File: src/rtl/regfile_pkg.sv
// Shared types and constants for the register-file write path.
// The write-request struct is what writeback producers hand to the arbiter.
package regfile_pkg;

    localparam int DATA_W = 64;
    localparam int ADDR_W = 5;

    // Hardwired zero register: never written, never pending.
    localparam logic [ADDR_W-1:0] ZERO_REG = 5'd31;

    typedef struct packed {
        logic              valid;
        logic [ADDR_W-1:0] rd;
        logic [DATA_W-1:0] data;
    } wr_req_t;

endpackage

File: src/rtl/rr_arb2.sv
// Two-input round-robin arbiter: on a tie the port that did not win last is granted.
// The last-grant pointer moves only when a grant is taken (adv_i high).
module rr_arb2 (
    input  logic       clk_i,
    input  logic       rst_n_i,
    input  logic [1:0] valid_i,
    input  logic       adv_i,
    output logic [1:0] gnt_o
);

    logic last_gnt_q;
    logic last_gnt_d;

    // Reset to 1 so port 0 takes the first tie.
    always_ff @(posedge clk_i) begin
        if (!rst_n_i) begin
            last_gnt_q <= 1'b1;
        end else begin
            last_gnt_q <= last_gnt_d;
        end
    end

    always_comb begin
        gnt_o = 2'b00;
        unique case (valid_i)
            2'b01:   gnt_o = 2'b01;
            2'b10:   gnt_o = 2'b10;
            2'b11:   gnt_o = last_gnt_q ? 2'b01 : 2'b10;
            default: gnt_o = 2'b00;
        endcase
    end

    always_comb begin
        last_gnt_d = last_gnt_q;
        if (adv_i && (gnt_o != 2'b00)) begin
            last_gnt_d = gnt_o[1];
        end
    end

endmodule

File: src/rtl/regfile_write_arbiter.sv
// Shares the register-file write port between ALU and load writeback, and keeps
// a pending-write scoreboard that raises RAW hazard flags for the decode reads.
module regfile_write_arbiter
    import regfile_pkg::*;
#(
    parameter int DATA_W = regfile_pkg::DATA_W,
    parameter int ADDR_W = regfile_pkg::ADDR_W
) (
    input  logic              Clk,
    input  logic              Rst_n,
    input  logic              Req0Valid,
    input  logic [ADDR_W-1:0] Req0Reg,
    input  logic [DATA_W-1:0] Req0Data,
    output logic              Req0Ready,
    input  logic              Req1Valid,
    input  logic [ADDR_W-1:0] Req1Reg,
    input  logic [DATA_W-1:0] Req1Data,
    output logic              Req1Ready,
    input  logic              IssueValid,
    input  logic [ADDR_W-1:0] IssueReg,
    input  logic [ADDR_W-1:0] RA,
    input  logic [ADDR_W-1:0] RB,
    output logic              HazA,
    output logic              HazB,
    output logic [ADDR_W-1:0] RW,
    output logic [DATA_W-1:0] BusW,
    output logic              RegWr,
    output logic [31:0]       Pending
);

    wr_req_t     req0;
    wr_req_t     req1;
    wr_req_t     sel;
    logic [1:0]  gnt;
    logic [1:0]  ready;
    logic        take;

    logic [ADDR_W-1:0] rw_q,    rw_d;
    logic [DATA_W-1:0] busw_q,  busw_d;
    logic              regwr_q, regwr_d;
    logic [31:0]       pend_q,  pend_d;

    assign req0 = '{valid: Req0Valid, rd: Req0Reg, data: Req0Data};
    assign req1 = '{valid: Req1Valid, rd: Req1Reg, data: Req1Data};

    rr_arb2 u_arb (
        .clk_i   (Clk),
        .rst_n_i (Rst_n),
        .valid_i ({req1.valid, req0.valid}),
        .adv_i   (Rst_n),
        .gnt_o   (gnt)
    );

    // No handshake can complete on a reset edge, so Ready is held low.
    assign ready     = gnt & {2{Rst_n}};
    assign Req0Ready = ready[0];
    assign Req1Ready = ready[1];

    assign sel  = ready[1] ? req1 : req0;
    assign take = (ready != 2'b00) && sel.valid;

    always_comb begin
        rw_d    = rw_q;
        busw_d  = busw_q;
        regwr_d = 1'b0;
        if (take) begin
            rw_d    = sel.rd;
            busw_d  = sel.data;
            regwr_d = (sel.rd != ZERO_REG);
        end
    end

    // Clear of the retiring write is applied first so a same-cycle issue wins.
    always_comb begin
        pend_d = pend_q;
        if (regwr_q) begin
            pend_d[rw_q] = 1'b0;
        end
        if (IssueValid && (IssueReg != ZERO_REG)) begin
            pend_d[IssueReg] = 1'b1;
        end
        pend_d[ZERO_REG] = 1'b0;
    end

    always_ff @(posedge Clk) begin
        if (!Rst_n) begin
            rw_q    <= '0;
            busw_q  <= '0;
            regwr_q <= 1'b0;
            pend_q  <= '0;
        end else begin
            rw_q    <= rw_d;
            busw_q  <= busw_d;
            regwr_q <= regwr_d;
            pend_q  <= pend_d;
        end
    end

    assign RW      = rw_q;
    assign BusW    = busw_q;
    assign RegWr   = regwr_q;
    assign Pending = pend_q;

    assign HazA = (RA != ZERO_REG) && pend_q[RA];
    assign HazB = (RB != ZERO_REG) && pend_q[RB];

endmodule

File: config.mk
export PLATFORM = sky130hd
export DESIGN_NAME = regfile_write_arbiter
export DESIGN_NICKNAME = d
export VERILOG_FILES = /design/src/rtl/regfile_pkg.sv /design/src/rtl/rr_arb2.sv /design/src/rtl/regfile_write_arbiter.sv
export SDC_FILE = /design/constraint.sdc
export NUM_CORES = 1
export LEC_CHECK = 0
export BUFFER_PORTS_ARGS = -buffer_cell sky130_fd_sc_hd__clkbuf_2
export CORE_MARGIN = 1.5
export CORE_UTILIZATION = 42
export DETAILED_ROUTE_END_ITERATION = 8
export PLACE_DENSITY = 0.77
export SYNTH_ARGS = -nofsm -noshare
export SYNTH_HDL_FRONTEND = slang
export SYNTH_SLANG_ARGS = --single-unit
File: constraint.sdc
create_clock -name Clk -period 1.42 [get_ports Clk]
set_input_delay 0.213 -clock Clk [delete_from_list [all_inputs] [get_ports Clk]]
set_output_delay 0.213 -clock Clk [all_outputs]
set_load 0.02 [all_outputs]
==> impl_metrics.json, run 1 <==
{
  "clock-sinks": 102,
  "cts_tree": "built",
  "total_power_mw": 7.283,
  "finalClockSkew_ps": 6.333,
  "core_um2": 12110,
  "path_cells": "mux4_2, and4b_1, a31oi_2, o2111ai_2, buf_6",
  "htree_levels": 3,
  "synth_top_area_share_pct": 38.87,
  "initial_utilization_pct": 43.38,
  "syn-cell-area_um2": 5254,
  "worst_setup_path_start_kind": "flop",
  "synth-seq-area-share_pct": 38.87,
  "ios": 264,
  "ir_drop_v": 0.0007225,
  "grt_pass1_wl_mm": 26.27,
  "rows": 40,
  "cp_slowest_cell": "mux4_2",
  "grt_usage_pct": 25.73,
  "rsz0062_at_grt": "true",
  "fillerInstances": 1001,
  "synth_edf_count": 0,
  "fp.dieH_um": 114.8,
  "leakage_nw": 4.208,
  "die_area_um2": 13190,
  "min_period_ps": 2041,
  "hold_path.class": "primary input to flop",
  "crit_type": "flop to primary output",
  "nNetsFinal": 991,
  "drt_pass1_iterations": 5,
  "grt-ovfl-total": 0,
  "rrSetupSlack_ps": -160,
  "drive_gt1_share_pct": 45.64,
  "via_per_inst": 5.347,
  "syn_nets": 690,
  "fin_area_um2": 7782,
  "placed_area_um2": 7059,
  "final_util_pct": 64.26,
  "dpl.hpwl_mm": 12.94,
  "worstPathMaxFanout": 3,
  "report.final.slew_viol_count": 0,
  "area_delta_synth_final_pct": 48.13,
  "cts_inserted_buffers": 9,
  "yosysUniqueCellTypes": 34,
  "synth_area_leader_cell": "dfxtp_1",
  "required_ps": 1210,
  "port_buffers": 262,
  "worst_pin_slew_ps": 504.1,
  "setup_violations": 34,
  "cts_buffer_depth": 2,
  "critPathLaunch": "Pending[23]",
  "syn_inst": 532,
  "clkTransAtPathRegs_ps": 70,
  "max_freq_mhz": 489.9,
  "hold_viol": 0,
  "wl_mm": 17.40,
  "async_flop_share_pct": 0,
  "ys_ff_latch": 102,
  "synth_flop_cell": "dfxtp_1",
  "worstHoldStart": "Req1Valid",
  "cpPeakStageDelay_ps": 470,
  "cts_hold_buffers": 0,
  "insertion_delay_ps": 350,
  "r2r-start": "u_arb.last_gnt_q",
  "num_antenna_cells": 0,
  "drc_errors": 0,
  "yosysWarnings": 0,
  "endpoint_kind": "primary output",
  "wire_per_inst_um": 17.31,
  "syn_area_per_cell_um2": 9.876,
  "cts-root-buf": "clkbuf_16",
  "finalCritPeriodShare_pct": 143.8,
  "vias": 5374,
  "maxCapViolations": 0,
  "worstPathArrival_ps": 1830,
  "antenna_found_initial": 0,
  "drtIter0Drc": 267,
  "grt_max_degree": 77,
  "antenna_left": 0,
  "power_density_nw_per_um2": 935.9,
  "synth_area_leaders": "dfxtp_1, mux2i_1, o211a_1",
  "grt_pass1_vias": 5198,
  "die_w_um": 114.8,
  "violations": "negative setup slack",
  "status": "finished, violations left",
  "postLayoutSetupSlackWorst_ps": -621.4,
  "gp_congestion": 0.9353,
  "finalSetupTns_ps": -3532,
  "slew_headroom_pct": 66.32
}
[stage by stage]
| step | worst slack (ps) | hold slack, ps | cells |
|---|---|---|---|
| finish | -621.4 | 134.8 | 1005 |
| global route | -688.7 | 166.2 | 1005 |
| CTS | -653.5 | 124.0 | 996 |
| detailed placement | -540.3 | 487.4 | 973 |
| global placement | -482.3 | 467.9 | 973 |
| floorplan | -150.8 | 345.9 | 532 |
[path summary, 6_finish.rpt]
check        cells after the start          endpoint
max                              5              HazA
min                              3  u_arb.last_gnt_q
max reg2reg                      8          BusW[32]
min reg2reg                      1          BusW[49]
[cell families after synthesis]
group	Yosys count	share of synthesized area, %
AND/OR/NAND/NOR	151	13.31
multiplexers	85	20.39
AO/OA/AOI/OAI	146	22.62
flip-flops	102	38.87
buffers and inverters	47	4.739
other	1	0.07138
[cell type report]
class | count | area, um2 | area share [%]
Timing Repair Buffer | 337 | 2176 | 27.96
Tap cell | 168 | 210.2 | 2.701
Sequential cell | 102 | 2053 | 26.38
Clock inverter | 2 | 16.27 | 0.2090
Multi-Input combinational cell | 383 | 3057 | 39.28
Clock buffer | 13 | 270.3 | 3.473
[metal layers]
layer  global-route usage (%)  vias to the layer above  part of all wire (%)
met5                        0                        -                     0
met4                    10.04                        0                   2.2
met3                    7.907                       30                   8.9
met2                    45.12                      234                    50
met1                    29.35                     2546                    39
li1                         -                     2564                     -
[cells in the mapped netlist (all sizes together) (2+ instances only)]
library cell,number
mux2i,71
and4b,2
clkbuf,26
or3b,3
nor2,8
nand2,108
nand4,2
buf,21
o2111ai,4
nand3b,9
nand3,3
o221ai,2
mux4,14
a21o,2
o211a,69
nor3b,7
and3,3
dfxtp,102
o21ai,33
and3b,2
a21boi,32
a31oi,4
[flip-flops by register name, summed over array words and instances (netlist names)]
name,cells
RW,5
BusW,64
RegWr,1
u_arb.last_gnt_q,1
Pending,31
[power breakdown]
part	switching, mW	total [mW]	internal (mW)
sequential	0.117	3.16	3.04
combinational	0.885	1.71	0.828
clock	1.08	2.41	1.33
total	2.09	7.28	5.20
[placed cells by master (no fill, tap or decap), types with 4 or more instances in the layout]
cell,synthesis,routed
dfxtp_1,102,95
buf_6,4,4
nor2_1,8,7
o211a_1,69,69
buf_12,0,8
a21boi_0,23,22
mux2i_1,71,63
mux4_2,2,4
a21boi_1,9,9
mux4_1,12,10
mux2i_2,0,6
nor3b_1,5,4
o21ai_0,33,33
buf_4,10,55
nand2_1,108,108
clkbuf_2,0,257
clkbuf_16,0,14
clkbuf_8,0,4
nand3b_1,9,9
dfxtp_2,0,6
[timing repair]
action	in CTS	in global routing
resized for setup	16	27
setup buffers	5	7
pin swaps	3	2
cloned	3	5
setup endpoints to repair	14	79
[worst max-delay path: cells and delay by family, from the launching register on]
family | cells | cell delay [ps]
muxes | 1 | 470
DFF | 1 | 350
AOI/OAI and AO/OA | 2 | 300
and+or+nand+nor | 1 | 200
buffers and inverters | 1 | 160
No activity file was read; power rests on OpenSTA's default activity.
==> inputs of run 2 (changes only) <==
Settings changed: GPL_ROUTABILITY_DRIVEN from default to 0, SKIP_LAST_GASP from default to 1, SLEW_MARGIN from default to 40.
==> impl_metrics.json, run 2 (synthesis results as in run 1) <==
{
  "status": "finished, violations left",
  "violations": "negative setup slack",
  "grt-ovfl-total": 0,
  "cts_tree": "built",
  "drt_pass1_iterations": 4,
  "grt_usage_pct": 25.17,
  "cts-root-buf": "clkbuf_16",
  "final_util_pct": 63.45,
  "htree_levels": 3,
  "postLayoutSetupSlackWorst_ps": -622.8,
  "dpl.hpwl_mm": 13.17,
  "leakage_nw": 4.199,
  "worst_setup_path_start_kind": "flop",
  "finalCritPeriodShare_pct": 143.9,
  "ir_drop_v": 0.0005795,
  "rsz0062_at_grt": "true",
  "worstPathMaxFanout": 3,
  "cts_hold_buffers": 0,
  "wl_mm": 17.23,
  "maxCapViolations": 0,
  "vias": 5340,
  "grt_max_degree": 77,
  "antenna_left": 0,
  "multi_input_area_um2": 3010,
  "area_delta_synth_final_pct": 46.27,
  "crit_type": "flop to primary output",
  "num_antenna_cells": 0,
  "port_buffers": 262,
  "setup_violations": 5,
  "core_um2": 12110,
  "fillerInstances": 1006,
  "drc_errors": 0,
  "hold-worst-slack_ps": 137.3,
  "antenna_found_initial": 0,
  "power_density_nw_per_um2": 947.8,
  "initial_utilization_pct": 43.38,
  "max_freq_mhz": 489.5,
  "final_cell_mix": "clkbuf_2, nand2_1, dfxtp_1",
  "register_area_um2": 2056,
  "nNetsFinal": 992,
  "clkTransAtPathRegs_ps": 70,
  "hold_viol": 0,
  "die_area_um2": 13190,
  "min_period_ps": 2043,
  "via_per_inst": 5.308,
  "required_ps": 1210,
  "drtIter0Drc": 240,
  "hold_path.class": "primary input to flop",
  "grt_pass1_wl_mm": 25.94,
  "drive_gt1_share_pct": 45.11,
  "finalClockSkew_ps": 4.969,
  "wire_per_inst_um": 17.13,
  "rows": 40,
  "worstPathArrival_ps": 1830,
  "largest_reg_flops": 64,
  "cts_inserted_buffers": 9,
  "report.final.slew_viol_count": 0,
  "die_w_um": 114.8,
  "endpoint_kind": "primary output",
  "final_common_cell": "clkbuf_2",
  "ios": 264,
  "cts_buffer_depth": 2,
  "grt_pass1_vias": 5210,
  "clock-sinks": 102,
  "fp.dieH_um": 114.8,
  "insertion_delay_ps": 340
}
## run 2: cell count changes in the layout (fill, tap and decap cells not counted), sizes merged
cell | previous run | this run
clkbuf | 276 | 272
buf | 74 | 76
inv | 0 | 2
bufinv | 0 | 1
clkinv | 1 | 2
clkinvlp | 1 | 0
## run 2: critical path, stage by stage, from the launching register on
cell and delay [ps]:
dfxtp_2 330, mux4_2 500, nor3b_1 160, a31oi_1 200
o2111ai_2 140, buf_6 160
## run 2: through the flow
| stage | power [mW] | TNS [ps] | area, um2 | cells | setup slack (ps) |
|---|---|---|---|---|---|
| floorplan | 4.090 | -301.5 | 5283 | 532 | -150.8 |
| global placement | 4.679 | -931.3 | 7079 | 974 | -488.2 |
| detailed placement | 4.731 | -1252 | 7079 | 974 | -566.2 |
| CTS | 7.267 | -5427 | 7551 | 999 | -616.9 |
| global route | 7.578 | -2979 | 7685 | 1006 | -687.0 |
| finish | 7.284 | -1336 | 7685 | 1006 | -622.8 |
## run 2: metal layers
layer,track usage [%],part of all wire (%),vias up
met5,0,0,-
met4,8.807,2.4,0
met1,28.79,40,2546
li1,-,-,2563
met3,7.644,7.9,27
met2,44.60,50,204
## run 2: power breakdown
part           leakage [nW]  total (mW)  internal, mW  switching (mW)
sequential            0.846        3.16          3.04           0.116
combinational          3.20        1.65         0.786           0.861
clock                 0.149        2.48          1.41            1.07
## run 2: path summary, 6_finish.rpt
kind | start | end | slack (ps) | cells after the start
max | Pending[5] | HazB | -620 | 5
min | Req1Valid | u_arb.last_gnt_q | 140 | 3
min reg2reg | BusW[55] | BusW[55] | 500 | 1
max reg2reg | u_arb.last_gnt_q | BusW[45] | -50 | 7
## run 2: area by class of cell
type	count	share of cell area (%)
well taps	168	2.735
flip-flops and latches	102	26.75
multi-input cells	383	39.17
clock buffers	10	3.110
clock inverters	5	0.7489
repair buffers	338	27.48
## run 2: what timing repair did
action                     in CTS  in global routing
resized for setup              15                 27
setup endpoints to repair      13                 82
pin swaps                       3                  2
buffers inserted                8                  6
gates cloned                    2                  5
